`src/rtl/hud_bar_render.sv`:
```
// hud_bar_render: bordered N-segment HUD bar with per-frame latched level, low-level
// blink and registered pixel output. Define HUD_GHOST_EN to add the draining damage ghost trail.
module hud_bar_render #(
  parameter int          X0           = 120,
  parameter int          Y0           = 52,
  parameter int          SEG_W        = 20,
  parameter int          SEG_NUM      = 9,
  parameter int          BAR_H        = 16,
  parameter int          VAL_W        = 5,
  parameter int          LOW_TH       = 2,
  parameter int          BLINK_FRAMES = 15,
  parameter int          GHOST_FRAMES = 4,
  parameter logic [11:0] FILL_COLOR   = 12'hF00
) (
  input  logic             clk,
  input  logic             rst_n,
  input  logic             enable,
  input  logic             frame_tick,
  input  logic [VAL_W-1:0] value,
  input  logic [10:0]      VGA_xpos,
  input  logic [10:0]      VGA_ypos,
  output logic [11:0]      VGA_data,
  output logic             pixel_hit
);

  localparam int LVL_W = $clog2(SEG_NUM + 1);
  localparam int BC_W  = (BLINK_FRAMES > 1) ? $clog2(BLINK_FRAMES) : 1;

  localparam logic [10:0]      X0_L      = 11'(X0);
  localparam logic [10:0]      X1_L      = 11'(X0 + SEG_NUM * SEG_W);
  localparam logic [10:0]      Y0_L      = 11'(Y0);
  localparam logic [10:0]      Y1_L      = 11'(Y0 + BAR_H);
  localparam logic [10:0]      SEG_W_L   = 11'(SEG_W);
  localparam logic [31:0]      SEG_NUM_U = 32'(SEG_NUM);
  localparam logic [31:0]      LOW_TH_U  = 32'(LOW_TH);
  localparam logic [LVL_W-1:0] SEG_NUM_L = LVL_W'(SEG_NUM);
  localparam logic [BC_W-1:0]  BC_LAST   = BC_W'(BLINK_FRAMES - 1);

  if (SEG_W < 2 || SEG_NUM < 1 || BLINK_FRAMES < 1 || GHOST_FRAMES < 1) begin : g_cfg_err
    $error("hud_bar_render: invalid geometry or frame-count parameters");
  end

  logic [LVL_W-1:0] r_level;
  logic [BC_W-1:0]  r_bcnt;
  logic             r_bphase;
  logic [LVL_W-1:0] w_tgt;
  logic [LVL_W-1:0] w_ghost;
  logic             w_upd;

  assign w_tgt = (32'(value) > SEG_NUM_U) ? SEG_NUM_L : LVL_W'(value);
  assign w_upd = frame_tick & enable;

  // Frame-rate state: level and blink phase only move on an enabled frame tick
  always_ff @(posedge clk or negedge rst_n) begin
    if (!rst_n) begin
      r_level  <= '0;
      r_bcnt   <= '0;
      r_bphase <= 1'b0;
    end else if (w_upd) begin
      r_level <= w_tgt;
      if (r_bcnt == BC_LAST) begin
        r_bcnt   <= '0;
        r_bphase <= ~r_bphase;
      end else begin
        r_bcnt <= r_bcnt + 1'b1;
      end
    end
  end

`ifdef HUD_GHOST_EN
  localparam int              GC_W    = (GHOST_FRAMES > 1) ? $clog2(GHOST_FRAMES) : 1;
  localparam logic [GC_W-1:0] GC_LAST = GC_W'(GHOST_FRAMES - 1);

  logic [LVL_W-1:0] r_ghost;
  logic [GC_W-1:0]  r_gcnt;

  // A drop freezes the ghost at the old level; it then drains one segment per GHOST_FRAMES ticks
  always_ff @(posedge clk or negedge rst_n) begin
    if (!rst_n) begin
      r_ghost <= '0;
      r_gcnt  <= '0;
    end else if (w_upd) begin
      if (w_tgt < r_level) begin
        r_gcnt <= '0;
      end else if (r_ghost <= w_tgt) begin
        r_ghost <= w_tgt;
        r_gcnt  <= '0;
      end else if (r_gcnt == GC_LAST) begin
        r_ghost <= r_ghost - 1'b1;
        r_gcnt  <= '0;
      end else begin
        r_gcnt <= r_gcnt + 1'b1;
      end
    end
  end

  assign w_ghost = r_ghost;
`else
  assign w_ghost = r_level;
`endif

  logic [10:0] w_xr;
  logic [10:0] w_fill_end;
  logic [10:0] w_ghost_end;
  logic        w_in_box;
  logic        w_border;
  logic        w_div;
  logic        w_blink;
  logic [11:0] w_data;
  logic        w_hit;

  assign w_xr        = VGA_xpos - X0_L;
  assign w_fill_end  = 11'(r_level) * SEG_W_L;
  assign w_ghost_end = 11'(w_ghost) * SEG_W_L;
  assign w_in_box    = (VGA_xpos >= X0_L) && (VGA_xpos <= X1_L) &&
                       (VGA_ypos >= Y0_L) && (VGA_ypos <= Y1_L);
  assign w_border    = (VGA_xpos == X0_L) || (VGA_xpos == X1_L) ||
                       (VGA_ypos == Y0_L) || (VGA_ypos == Y1_L);
  assign w_blink     = (r_level != '0) && (32'(r_level) <= LOW_TH_U);

  always_comb begin
    w_div = 1'b0;
    for (int k = 1; k < SEG_NUM; k++) begin
      if (w_xr == 11'(k * SEG_W)) w_div = 1'b1;
    end
  end

  // Classification order matters: border, divider, fill, ghost, empty interior
  always_comb begin
    w_data = 12'h000;
    w_hit  = 1'b0;
    if (w_in_box) begin
      w_hit = 1'b1;
      if (w_border) begin
        w_data = 12'hF00;
      end else if (w_div) begin
        w_data = 12'h000;
      end else if (w_xr < w_fill_end) begin
        w_data = (w_blink && r_bphase) ? 12'hFFF : FILL_COLOR;
      end else if (w_xr < w_ghost_end) begin
        w_data = 12'hFF0;
      end
    end
  end

  // Output register stage: one clock of latency, blanked while disabled
  always_ff @(posedge clk or negedge rst_n) begin
    if (!rst_n) begin
      VGA_data  <= 12'h000;
      pixel_hit <= 1'b0;
    end else if (enable) begin
      VGA_data  <= w_data;
      pixel_hit <= w_hit;
    end else begin
      VGA_data  <= 12'h000;
      pixel_hit <= 1'b0;
    end
  end

endmodule

```
`config.mk`:
```
export PLATFORM = sky130hd
export DESIGN_NAME = hud_bar_render
export DESIGN_NICKNAME = d
export VERILOG_FILES = /design/src/rtl/hud_bar_render.sv
export SDC_FILE = /design/constraint.sdc
export NUM_CORES = 1
export LEC_CHECK = 0
export ABC_AREA = 1
export CAP_MARGIN = 10
export CORE_MARGIN = 1.5
export CORE_UTILIZATION = 42
export DETAILED_ROUTE_END_ITERATION = 16
export PLACE_DENSITY_LB_ADDON = 0.15
export SYNTH_ARGS = -nofsm -noshare
export SYNTH_HDL_FRONTEND = slang
export SYNTH_SLANG_ARGS = --single-unit
export TNS_END_PERCENT = 20
```
`constraint.sdc`:
```
create_clock -name clk -period 2.3 [get_ports clk]
set_input_delay 0.23 -clock clk [delete_from_list [all_inputs] [get_ports clk]]
set_output_delay 0.23 -clock clk [all_outputs]
set_load 0.005 [all_outputs]
```
# Word-level counts from Yosys, hierarchy flattened

Cells that the tools add are included.

Flip-flop bits (word level): 22
Output and inout bits: 13
Word-level logic and storage cells: 58

$add $sub $neg: 2
$mul: 1
$lt $le $gt $ge: 7
Equality and inequality tests: 13
Mux-type cells: 18
Bitwise gates (word level): 2
Reductions and logical operators: 10

Operators by type and width:

| kind                                                               | number |
|---|---|
| two-way mux 12 bit                                                 | 5 |
| equality test 11 x 7 -> 1 bit, second input constant               | 5 |
| equality test 11 x 6 -> 1 bit, second input constant               | 3 |
| equality test 11 x 8 -> 1 bit, second input constant               | 2 |
| equality test 11 x 5 -> 1 bit, second input constant               | 1 |
| equality test 11 x 9 -> 1 bit, second input constant               | 1 |
| greater-or-equal comparator 11 x 6 -> 1 bit, second input constant | 1 |
| greater-or-equal comparator 11 x 7 -> 1 bit, second input constant | 1 |
| <= comparator 11 x 7 -> 1 bit, second input constant               | 1 |
| <= comparator 11 x 9 -> 1 bit, second input constant               | 1 |
| < comparator 11 x 9 -> 1 bit                                       | 1 |
| subtractor 11 x 7 -> 11 bit, second input constant                 | 1 |
| two-way mux 1 bit                                                  | 10 |
| two-way mux 4 bit                                                  | 2 |
| two-way mux 8 bit                                                  | 1 |
| multiplier 4 x 3 -> 7 bit, second input constant                   | 1 |
| > comparator 5 x 4 -> 1 bit, second input constant                 | 1 |
| logical AND 1 bit                                                  | 5 |
| adder 4 x 1 -> 4 bit, second input constant                        | 1 |
| equality test 4 bit, second input constant                         | 1 |
| <= comparator 4 x 2 -> 1 bit, second input constant                | 1 |
| nonzero test 4 bit                                                 | 1 |
| logical OR 1 bit                                                   | 3 |
| AND reduction 2 bit                                                | 1 |
| 2 further kinds                                                    | 2 |

# Depth between registers and ports, before layout

Depth after elaboration: 14
Mapped depth: 13
Gate-level depth less buffers: 13

# Worst setup path after synthesis

OpenSTA, ideal clock, no wires.

Kind: register to register
Start point: register r_level[3]
End point: register VGA_data[10]
Library setup time: 0.073 ns
Arrival time: 2.213 ns
Required time: 2.227 ns
Slack: 0.014 ns
Cell stages (with the launch flop): 13
Clock period less this slack: 2.286 ns
Path through: dfrtp_1 > ha_1 > ha_1 > fa_1 > inv_1 > ha_1 > a21oi_1 > nand2_1 > nand3_1 > nand2_1 > nor2_2 > nand2_2 > a21oi_2

Word-level cells in the longest chain between the ends: 7

RTL lines:

| what                         | line     | RTL |
|---|---|---|
| start: declaration           | 43       | `logic [LVL_W-1:0] r_level;` |
| start signal: assignment     | 60       | `r_level <= w_tgt;` |
| multiplier 4 x 3 -> 7 bit    | 113, 114 |  |
| < comparator 11 x 9 -> 1 bit | 138, 140 |  |
| two-way mux 12 bit           | 138      | `end else if (w_xr < w_fill_end) begin` |
| two-way mux 12 bit           | 136      | `end else if (w_div) begin` |
| two-way mux 12 bit           | 134      | `if (w_border) begin` |
| two-way mux 12 bit           | 132      | `if (w_in_box) begin` |
| two-way mux 12 bit           | 151      | `end else if (enable) begin` |
| end signal: assignment       | 152      | `VGA_data <= w_data;` |
| end: declaration             | 22       | `output logic [11:0] VGA_data,` |

Every way passes these cells.
A chain may end at the register's enable or synchronous reset.

# Worst setup path in the final report

Start point: register r_level[1]
End point: register VGA_data[10]

The elaborated chain is that of the path after synthesis.

==> impl_metrics.yaml <==
timing:
  relSlewSlack: 0.650
  fmax_mhz: 438
  finalSetupViolations: 0
  period_share: 0.993
  slew_violations: 0
  finalHoldViolCount: 0
  rsz0062_at_grt: "true"
  fin_skew_ps: 2.37
  worst_pin_slew_ps: 523
  fin_crit_ps: 2280
yosys:
  ys_types: 29
  netlist_area_um2: 1350
  yosys.area.top_type: "dfrtp_1"
  synth_top_area_share: 0.222
  ys_ff_latch: 12
  ys_seq_area_frac: 0.222
  ys.flop_type: "dfrtp_1"
  ys_top_cells_by_count: "40 x nand2_1, 29 x inv_1, 29 x nor2_1, 15 x nand3_1"
  synth_warnings: 0
  syn_nets: 248
  synth_edf_count: 0
  yosysMostFrequentCell: "nand2_1"
  synthArstFlopShare: 1.00
  synth_area_leaders: "dfrtp_1 22%, ha_1 11%, nand2_1 11%, inv_1 8.0%, nor2_1 8.0%"
  netlist_instances: 204
  avgSynthCellArea_um2: 6.64
worst_setup_path:
  crit_chain: "ha_4 -> ha_4 -> fa_2 -> inv_2 -> ha_4 -> a21oi_2 -> nand2_1 -> nand3_1 -> nand2_1 -> nor2_2 -> nand2_2 -> a21oi_2"
  cp_max_fo: 2
  end_kind: "flop"
  critPathKind: "flop to flop"
  slowest_delay_ps: 570
  worstPathArrival_ps: 2490
  cp_slowest_cell: "fa_2"
  crit_path_frequent_cell: "ha_4"
  worstRegToRegCells: 12
  required_ps: 2510
  crit_path_start_kind: "flop"
finish:
  final_cell_area_um2: 1950
  diodes: 0
  synthToLayoutAreaGrowth_pct: 44.0
  design.final.nets: 300
  fillers: 305
  final_cells: 299
  drive_above_1_share: 0.165
clock_network:
  clk_latency_ps: 270
  clkTransAtPathRegs_ps: 70
  ctsHoldBuffers: 0
  cts_tree: "built"
  cts_buffers: 3
  clkSinkCount: 12
  clock_path_buffers: 2
  h-tree-depth: 1
  cts_root_buf: "clkbuf_4"
placement:
  dp_hpwl_um: 2430
  port_buffers: 43
  routabilityCongestion: 0.823
  postPlaceCellArea_um2: 1850
  placed_cells: 293
floorplan:
  initial_utilization: 0.443
  chipHeight_um: 59.8
  fp-row-count: 20
  coreArea_um2: 3050
  dieWidth_um: 59.8
  ios: 44
  die-area_um2: 3570
power:
  power.density_nw_per_um2: 416
  vdd_drop_max_mv: 0.277
  seqPwrFrac: 0.368
  p_leak_nw: 0.946
  combPwrFrac: 0.428
  p_switching_mw: 0.279
  clockPowerShare: 0.204
  sw_frac_of_total: 0.344
  p_int_mw: 0.533
detailed_routing:
  drt_iter0_drc: 28
  routed_wl_um: 2880
  vias: 1402
  vias_per_cell: 4.69
  first_pass_iters: 4
  wl_per_cell_um: 9.64
  route.detailed.drc: 0
  antenna_left: 0
run:
  maxCapViolations: 0
grt:
  grt_pass1_vias: 1183
  grt_max_degree: 13
  gr-total-overflow: 0
  antenna_found_initial: 0
  grt_pass1_wl_um: 4850
  grt_use_total: 0.173
run_status:
  status: "completed"
min_path:
  hold_class: "input pin to asynchronous set/reset pin"
final cells by class:
class / instances / area (um^2) / share of cell area
Tap cell: 44 / 55.1 / 0.0282
Clock buffer: 4 / 36.3 / 0.0186
Sequential cell: 12 / 300 / 0.154
Timing Repair Buffer: 58 / 543 / 0.279
Inverter: 33 / 124 / 0.0635
Multi-Input combinational cell: 148 / 891 / 0.457
placed cells by master, fill, tap and decap left out, drive strengths merged:
master         netlist  layout
a22oi                1       1
nor4                 1       1
fa                   1       1
a22o                 1       1
clkdlybuf4s50        0      43
nand3b               1       1
or2                  1       1
clkbuf               0       4
nand2               43      43
nand3               16      16
o21ai                9       9
nor2                32      32
inv                 33      33
nor3                 7       7
dfrtp               12      12
o211ai               2       2
xor2                 2       2
ha                  12      12
nand4                6       6
a21boi               2       2
buf                 11      15
a21oi                8       8
xnor2                3       3
cells by family (layout without fill, tap and decap cells):
kind of cell,after synthesis,count (layout),synth area share
adders and majority gates,13,13,0.126
xor gates and xnor gates,5,5,0.0324
DFF,12,12,0.222
and+or+nand+nor,107,107,0.362
AOI/OAI and AO/OA,23,23,0.105
buffers and inverters,44,95,0.152
power by group through the flow:
stage,logic [mW],registers (mW),clock network (mW)
floorplan,0.195,0.295,0
global placement,0.319,0.300,0
detailed placement,0.322,0.301,0
CTS,0.333,0.296,0.170
global route,0.398,0.303,0.180
finish,0.347,0.299,0.166
critical path: cells and delay by family, from the launching register on:
kind	cells	cell delay, ps
fa+ha+maj	4	1200
flops	1	410
simple gates	5	340
compound gates	2	220
buf+inv	1	50
through the flow:
| step | util | hold WS (ps) | setup WS [ps] | TNS, ps | power (mW) |
|---|---|---|---|---|---|
| floorplan | - | -65.6 | 13.6 | 0 | 0.490 |
| global placement | 0.607 | 490 | -82.2 | -164 | 0.619 |
| detailed placement | 0.607 | 497 | -97.3 | -190 | 0.623 |
| CTS | 0.627 | 316 | 32.5 | 0 | 0.800 |
| global route | 0.639 | 348 | -80.1 | -109 | 0.882 |
| finish | 0.639 | 299 | 15.2 | 0 | 0.811 |
path summary, 6_finish.rpt:
kind | startpoint | to | slack (ps)
max in group asynchronous | rst_n | r_bcnt[0]$_DFFE_PN0P_ | 1650
worst min-delay path | rst_n | pixel_hit$_DFF_PN0_ | 300
worst max-delay path | r_level[1]$_DFFE_PN0P_ | VGA_data[10]$_DFF_PN0_ | 20
worst min register to register | r_bcnt[3]$_DFFE_PN0P_ | r_bcnt[3]$_DFFE_PN0P_ | 520
worst max register to register | r_level[1]$_DFFE_PN0P_ | VGA_data[10]$_DFF_PN0_ | 20
min in group clk | r_bcnt[3]$_DFFE_PN0P_ | r_bcnt[3]$_DFFE_PN0P_ | 520
flip-flops by register name, indices dropped and copies added, names as in the netlist:
signal     count
r_level        4
r_bcnt         4
r_bphase       1
VGA_data       2
pixel_hit      1
layer usage:
| metal | wire, um | vias to the layer above | share of wire | GRT usage |
|---|---|---|---|---|
| met2 | 1280 | 39 | 0.44 | 0.283 |
| met5 | 0 | - | 0 | 0 |
| met1 | 1400 | 608 | 0.49 | 0.237 |
| met4 | 0 | 0 | 0 | 0.0190 |
| met3 | 199 | 0 | 0.069 | 0.0411 |
| li1 | - | 755 | - | - |
timing repair:
| action | CTS | global route |
|---|---|---|
| resized for setup | 2 | 5 |
| cloned | 0 | 0 |
| setup buffers | 1 | 1 |
| setup endpoints to repair | 2 | 2 |
| pin swaps | 3 | 7 |
Power figures use the tool's default switching activity.
